**src/rtl/ic_addr_router.sv**
```systemverilog
// Address router between one master and ND devices, with an optional error responder (IC_ADDR_ROUTER_ERR_EN).
// Latency: request path 0 cycles (combinational), response path 1 cycle through a one-entry register.
// Backpressure: m_gnt_o waits on trk_ready_i and the selected d_gnt_i; responses wait until the register is free.
module ic_addr_router #(
    parameter int              ND      = 3,
    parameter int              AW      = 32,
    parameter int              DW      = 32,
    parameter logic [ND*AW-1:0] D_BASE = {32'h4000_0000, 32'h0001_0000, 32'h0000_0000},
    parameter logic [ND*AW-1:0] D_MASK = {32'hFFFF_F000, 32'hFFFF_0000, 32'hFFFF_0000},
    parameter int              MAX_ERR = 4
) (
    input  logic                g_clk,
    input  logic                g_resetn,

    input  logic                m_req_i,
    output logic                m_gnt_o,
    input  logic                m_wen_i,
    input  logic [DW/8-1:0]     m_strb_i,
    input  logic [AW-1:0]       m_addr_i,
    input  logic [DW-1:0]       m_wdata_i,
    output logic                m_recv_o,
    input  logic                m_ack_i,
    output logic                m_error_o,
    output logic [DW-1:0]       m_rdata_o,

    output logic [ND-1:0]       d_req_o,
    input  logic [ND-1:0]       d_gnt_i,
    output logic                d_wen_o,
    output logic [DW/8-1:0]     d_strb_o,
    output logic [AW-1:0]       d_addr_o,
    output logic [DW-1:0]       d_wdata_o,
    input  logic [ND-1:0]       d_recv_i,
    output logic [ND-1:0]       d_ack_o,
    input  logic [ND-1:0]       d_error_i,
    input  logic [ND*DW-1:0]    d_rdata_i,

    output logic [ND:0]         trk_requests_o,
    output logic [ND:0]         trk_responses_o,
    input  logic [ND:0]         trk_rsp_gnt_i,
    input  logic                trk_ready_i
);

    logic [ND-1:0] hit;
    logic [ND-1:0] sel;
    logic          dev_gnt;
    logic          free;
    logic          capture;
    logic          src_vld;
    logic          src_err;
    logic [DW-1:0] src_dat;

    logic          rv_q, rv_d;
    logic          re_q, re_d;
    logic [DW-1:0] rd_q, rd_d;

`ifdef IC_ADDR_ROUTER_ERR_EN
    localparam int EW = $clog2(MAX_ERR + 1);

    logic [EW-1:0] err_pend_q, err_pend_d;
    logic          mapped;
    logic          err_acc;
    logic          err_cap;
    logic          err_vld;

    assign mapped  = |hit;
    assign err_acc = m_req_i & trk_ready_i & ~mapped & (err_pend_q < EW'(MAX_ERR));
    assign err_vld = (err_pend_q != '0);
    assign err_cap = capture & trk_rsp_gnt_i[ND];
`endif

    always_comb begin
        for (int i = 0; i < ND; i++) begin
            hit[i] = ((m_addr_i & D_MASK[i*AW +: AW]) == D_BASE[i*AW +: AW]);
        end
    end

    // Lowest matching index wins on overlapping windows.
    always_comb begin
        logic found;
        sel   = '0;
        found = 1'b0;
        for (int i = 0; i < ND; i++) begin
            if (!found && hit[i]) begin
                sel[i] = 1'b1;
                found  = 1'b1;
            end
        end
`ifndef IC_ADDR_ROUTER_ERR_EN
        if (!found) begin
            sel[ND-1] = 1'b1;
        end
`endif
    end

    assign d_req_o   = sel & {ND{m_req_i & trk_ready_i}};
    assign dev_gnt   = m_req_i & trk_ready_i & (|(d_gnt_i & sel));
    assign d_wen_o   = m_wen_i;
    assign d_strb_o  = m_strb_i;
    assign d_addr_o  = m_addr_i;
    assign d_wdata_o = m_wdata_i;

    always_comb begin
        src_vld = 1'b0;
        src_err = 1'b0;
        src_dat = '0;
        for (int i = 0; i < ND; i++) begin
            if (trk_rsp_gnt_i[i]) begin
                src_vld = src_vld | d_recv_i[i];
                src_err = src_err | d_error_i[i];
                src_dat = src_dat | d_rdata_i[i*DW +: DW];
            end
        end
`ifdef IC_ADDR_ROUTER_ERR_EN
        if (trk_rsp_gnt_i[ND]) begin
            src_vld = src_vld | err_vld;
            src_err = 1'b1;
        end
`endif
    end

    assign free    = ~rv_q | m_ack_i;
    assign capture = free & src_vld;
    assign d_ack_o = trk_rsp_gnt_i[ND-1:0] & {ND{free}};

    always_comb begin
        rv_d = rv_q;
        re_d = re_q;
        rd_d = rd_q;
        if (capture) begin
            rv_d = 1'b1;
            re_d = src_err;
            rd_d = src_dat;
        end else if (m_ack_i) begin
            rv_d = 1'b0;
        end
    end

    always_ff @(posedge g_clk) begin
        if (!g_resetn) begin
            rv_q <= 1'b0;
            re_q <= 1'b0;
            rd_q <= '0;
        end else begin
            rv_q <= rv_d;
            re_q <= re_d;
            rd_q <= rd_d;
        end
    end

    assign m_recv_o  = rv_q;
    assign m_error_o = re_q;
    assign m_rdata_o = rd_q;

`ifdef IC_ADDR_ROUTER_ERR_EN
    always_comb begin
        err_pend_d = err_pend_q;
        if (err_acc && !err_cap) begin
            err_pend_d = err_pend_q + EW'(1);
        end else if (!err_acc && err_cap) begin
            err_pend_d = err_pend_q - EW'(1);
        end
    end

    always_ff @(posedge g_clk) begin
        if (!g_resetn) begin
            err_pend_q <= '0;
        end else begin
            err_pend_q <= err_pend_d;
        end
    end

    assign m_gnt_o         = dev_gnt | err_acc;
    assign trk_requests_o  = {err_acc, sel & {ND{dev_gnt}}};
    assign trk_responses_o = capture ? trk_rsp_gnt_i : '0;
`else
    // The pseudo-device slot is absent, so its grant bit is deliberately ignored.
    logic unused_err_gnt;
    assign unused_err_gnt = trk_rsp_gnt_i[ND];

    assign m_gnt_o         = dev_gnt;
    assign trk_requests_o  = {1'b0, sel & {ND{dev_gnt}}};
    assign trk_responses_o = {1'b0, capture ? trk_rsp_gnt_i[ND-1:0] : {ND{1'b0}}};
`endif

endmodule

```
**config.mk**
```make
export PLATFORM = sky130hd
export DESIGN_NAME = ic_addr_router
export DESIGN_NICKNAME = d
export VERILOG_FILES = /design/src/rtl/ic_addr_router.sv
export SDC_FILE = /design/constraint.sdc
export NUM_CORES = 1
export LEC_CHECK = 0
export CAP_MARGIN = 20
export CORE_AREA = 2 2 116 118
export CTS_CLUSTER_DIAMETER = 50
export DETAILED_ROUTE_END_ITERATION = 6
export DIE_AREA = 0 0 118 120
export RECOVER_POWER = 50
export SLEW_MARGIN = 0
export SYNTH_ARGS = -nofsm -noshare
export SYNTH_HDL_FRONTEND = slang
export SYNTH_SLANG_ARGS = --single-unit
```
**constraint.sdc**
```tcl
create_clock -name g_clk -period 1.9 [get_ports g_clk]
set_input_delay 0.38 -clock g_clk [delete_from_list [all_inputs] [get_ports g_clk]]
set_output_delay 0.38 -clock g_clk [all_outputs]
set_load 0.01 [all_outputs]
```
### Yosys cells after proc, flatten, opt, wreduce, memory -nomap -nowiden

Index checks and enable logic that the tools add are counted.

* bits in registers: 34
* output and inout bits: 118
* word-level logic and storage cells: 45
* input bits: 183

* equal/unequal tests: 2
* muxes and demuxes: 18
* reduce and logical (&&, ||, !) cells: 7
* bitwise logic cells: 15

Operators with widths (number)
* 2-to-1 mux 32 bit: 3
* bitwise OR 32 bit: 2
* zero test 32 bit: 1
* equality test 20 x 19 -> 1 bit (second input constant): 1
* equality test 16 x 1 -> 1 bit (second input constant): 1
* 2-to-1 mux 1 bit: 14
* bitwise AND 3 bit: 4
* bitwise OR 1 bit: 5
* bitwise AND 1 bit: 3
* 2-to-1 mux 3 bit: 1
* OR reduction 3 bit: 1
* logical AND 1 bit: 2
* zero test 1 bit: 2
* nonzero test 2 bit: 1
* inverter 1 bit: 1

### Longest topological paths before layout

* depth after elaboration: 13
* depth in mapped cells: 7
* depth with buffers taken out: 4

### Least setup slack after synthesis

Ideal clock, no wire load.

* kind: input port to output port
* start: input port trk_rsp_gnt_i[0]
* end: output port trk_responses_o[0]
* data required time: 1.520 ns
* buffers on the path: 4
* setup slack: 0.052 ns
* data arrival time: 1.468 ns
* stages: 7
* path through: buf_6 a222oi_1 nor2b_1 buf_2 buf_6 buf_6 and2_1

* word-level cells in the longest chain between the ends: 7

RTL lines
* start, declared: line 39 `input logic [ND:0] trk_rsp_gnt_i,`
* 2-to-1 mux 1 bit: line 107 `if (trk_rsp_gnt_i[i]) begin`
* bitwise OR 1 bit: line 108 `src_vld = src_vld | d_recv_i[i];`
* 2-to-1 mux 1 bit: line 107
* bitwise OR 1 bit: line 108
* 2-to-1 mux 1 bit: line 107
* bitwise AND 1 bit: line 122 `assign capture = free & src_vld;`
* 2-to-1 mux 3 bit (*): line 182 `assign trk_responses_o = {1'b0, capture ? trk_rsp_gnt_i[ND-1:0] : {ND{1'b0}}};`
* end, declared: line 38 `output logic [ND:0] trk_responses_o,`

Mark *: on every way between the ends. The rest lies on a longest branch, timed or not.

### Worst setup path after layout

* start: input port m_addr_i[31]
* end: output port trk_requests_o[1]

* word-level cells in the longest chain between the ends: 13
* elaborated cells between the ends (all ways): 17
* classes of those cells: 2 x eq/ne; 6 x mux; 3 x bitwise; 6 x reduce/logical

RTL lines
* start, declared: line 19 `input logic [AW-1:0] m_addr_i,`
* zero test 32 bit: line 73 `hit[i] = ((m_addr_i & D_MASK[i*AW +: AW]) == D_BASE[i*AW +: AW]);`
* 2-to-1 mux 1 bit: line 83 `if (!found && hit[i]) begin`
* zero test 1 bit: line 83
* logical AND 1 bit: line 83
* 2-to-1 mux 1 bit: line 83
* zero test 1 bit: line 83
* logical AND 1 bit: line 83
* 2-to-1 mux 1 bit: line 83
* 2-to-1 mux 1 bit: line 89 `if (!found) begin`
* bitwise AND 3 bit: line 96 `assign dev_gnt = m_req_i & trk_ready_i & (|(d_gnt_i & sel));`
* OR reduction 3 bit: line 96
* bitwise AND 1 bit: line 96
* bitwise AND 3 bit (*): line 181 `assign trk_requests_o = {1'b0, sel & {ND{dev_gnt}}};`
* end, declared: line 37 `output logic [ND:0] trk_requests_o,`

Marked as above.

==> results <==
[stage by stage]
stage               utilization, %  setup TNS, ns  cell area [µm²]
floorplan                        -              0             2290
global placement              30.2         -17.41             3920
detailed placement            30.2         -18.44             3920
CTS                           31.7        -0.0114             4110
global route                  31.9         -0.290             4140
finish                        31.9        -0.0113             4140
[power by group through the flow]
stage | clock network, mW | logic [mW] | registers [mW]
after floorplan | 0 | 0.401 | 0.880
after global placement | 0 | 0.855 | 0.842
after detailed placement | 0 | 0.860 | 0.847
after CTS | 0.817 | 0.864 | 0.833
after global routing | 0.849 | 0.906 | 0.843
final | 0.782 | 0.847 | 0.833
[layer usage]
layer | share of wire, % | up-vias
li1 | - | 1148
met3 | 15 | 13
met2 | 49 | 209
met5 | 0 | -
met4 | 1.9 | 0
met1 | 33 | 1085
[worst max-delay path: cells and delay by family]
kind | cells | cell delay [ns]
buf+inv | 3 | 0.40
simple gates | 4 | 0.75
[cell usage in the layout, fill, tap and decap left out, types with 5 or more instances in the layout]
| cell | n |
|---|---|
| dlygate4sd2_1 | 7 |
| dlygate4sd3_1 | 15 |
| clkdlybuf4s15_2 | 5 |
| and2_1 | 5 |
| a222oi_1 | 34 |
| clkbuf_16 | 5 |
| clkdlybuf4s50_1 | 141 |
| buf_6 | 10 |
| o211a_1 | 33 |
| buf_4 | 15 |
| nand2_1 | 34 |
| dfxtp_1 | 34 |
| buf_2 | 9 |
[cells by family after synthesis]
group | after synthesis | share of synthesized area (%)
buffers and inverters | 97 | 29.0
AO/OA/AOI/OAI | 71 | 30.5
AND/OR/NAND/NOR | 55 | 10.7
flip-flops | 34 | 29.7
other | 1 | 0.164
[layout make-up]
type,count,share of cell area [%]
Timing Repair Buffer,211,49.1
Multi-Input combinational cell,128,25.6
Sequential cell,34,16.4
Tap cell,176,5.31
Clock buffer,5,3.02
Clock inverter,2,0.362
Inverter,2,0.181
Antenna cell,1,0.0604
[registers in the layout, indices dropped and copies added, names as in the netlist]
name / cells
m_error_o: 1
m_rdata_o: 32
m_recv_o: 1
[path summary, 6_finish.rpt]
| kind | startpoint | endpoint | cells past startpoint |
|---|---|---|---|
| min | m_rdata_o[20] | m_rdata_o[20] | 1 |
| max reg2reg | m_recv_o | m_rdata_o[26] | 6 |
| max | m_addr_i[31] | trk_requests_o[1] | 7 |
| min reg2reg | m_rdata_o[20] | m_rdata_o[20] | 1 |
[timing repair]
action | CTS | global route
cloned | 0 | 0
hold buffers | 0 | 0
gates resized for setup | 125 | 24
pin swaps | 13 | 4
setup endpoints to repair | 43 | 13
setup buffers | 2 | 0
==> results.py <==
metrics = {
    "sta": {
        "finalCritPeriodShare_pct": 101,
        "rsz0062_at_grt": "true",
        "fmax_ghz": 0.523,
        "hold_viol_final": 0,
        "slew_headroom_pct": 52.8,
        "slew_violations": 0,
        "fin_worst_skew_ns": 0.00494,
        "fin_ws_ns": -0.0113,
        "finalSetupViolCount": 1,
        "worst_pin_slew_ns": 0.708,
        "worst_hold_slack_ns": 0.492,
        "period_needed_ns": 1.91,
    },
    "status": {
        "status": "finished with violations",
        "violations": "negative setup slack",
    },
    "cts": {
        "cts-root-buf": "clkbuf_16",
        "cts_buffers": 5,
        "clk_path_buf_depth": 2,
        "cts.sinks": 34,
        "htreeDepth": 2,
        "clock_latency_ns": 0.28,
        "cts_tree": "built",
        "cts.clk_slew.worst_paths_ns": 0.05,
    },
    "route": {
        "drcViolationCount": 0,
        "vias": 2455,
        "drt_iter0_markers": 134,
        "wl_um": 9720,
        "wl_per_cell_um": 17.4,
        "first_pass_iters": 5,
        "vias_per_cell": 4.39,
        "antenna_left": 0,
    },
    "pwr": {
        "p_clk_share_pct": 31.8,
        "combPwrFrac_pct": 34.4,
        "p_per_area_mw_per_mm2": 594,
        "switching_share_pct": 27.0,
        "finalPower_mw": 2.46,
        "vdd_ir_drop_max_mv": 0.263,
        "power_leakage_nw": 1.84,
        "p_seq_share_pct": 33.8,
        "p_switching_mw": 0.666,
        "p_int_mw": 1.80,
    },
    "layout": {
        "multi_input_area_mm2": 0.00106,
        "nets": 565,
        "syn2layout_area_growth_pct": 81.0,
        "final_cells": 559,
        "seq_area_um2": 681,
        "fill_cells": 1380,
        "drive_above_1_share_pct": 18.1,
    },
    "synthesis": {
        "synthTopCellsByCount": "buf_4 (71), nand2_1 (36), a222oi_1 (34), dfxtp_1 (34), o211a_1 (33)",
        "yosysWarnings": 0,
        "async_flop_share_pct": 0,
        "syn_inst": 258,
        "synth_top_flop_cell": "dfxtp_1",
        "netlist.area_leader.share_pct": 29.7,
        "ys_seq_elements": 34,
        "yosys-top-cells-area": "dfxtp_1 (30%), buf_4 (23%), a222oi_1 (15%), o211a_1 (14%), nand2_1 (5.9%)",
        "synthDistinctLibCells": 22,
        "synth_top_area_cell": "dfxtp_1",
        "syn_area_mm2": 0.00229,
        "synth_edf_count": 0,
        "ys_seq_area_share_pct": 29.7,
        "synth.avg_cell_area_um2": 8.87,
        "yosysMostFrequentCell": "buf_4",
    },
    "worst_setup_path": {
        "critical_path_class": "in2out",
        "worstPathRequired_ns": 1.52,
        "cp_max_fo": 3,
        "critPathMaxStageDelay_ns": 0.28,
        "crit_chain": "buf_8 -> nor4_4 -> and3_4 -> nand4_1 -> buf_6 -> nor2_4 -> buf_6",
        "critPathMostFrequentCell": "buf_6",
        "crit_path_start_kind": "primary input",
        "slowest_stage": "nor4_4",
        "ff2ff_setup_slack_ns": 0.40,
        "arrival_ns": 1.53,
        "end_kind": "primary output",
    },
    "floorplan": {
        "core_mm2": 0.0130,
        "initial_core_util_pct": 17.6,
        "num_rows": 42,
        "ios": 301,
        "die_area_mm2": 0.0142,
        "die_w_um": 118,
        "die_h_um": 120,
    },
    "placement": {
        "placement.io_buffers": 191,
        "place_congestion": 0.784,
        "dp_slack_ns": -0.806,
        "dp.cells": 549,
        "dp_hpwl_um": 8000,
    },
    "global_route": {
        "grt_max_degree": 59,
        "top_usage_layer": "met2",
        "grt_pass1_wl_um": 14100,
        "grt-ovfl-total": 0,
        "antenna_found_initial": 1,
        "track_usage_pct": 13.0,
        "use_met2_pct": 23.8,
        "met3_usage_pct": 7.18,
        "grt_pass1_vias": 2574,
        "use_met1_pct": 12.2,
    },
    "flow_run": {
        "drv_cap": 0,
    },
    "hold_path": {
        "hp-class": "reg2reg",
    },
}
(Power assumes the default switching activity.)
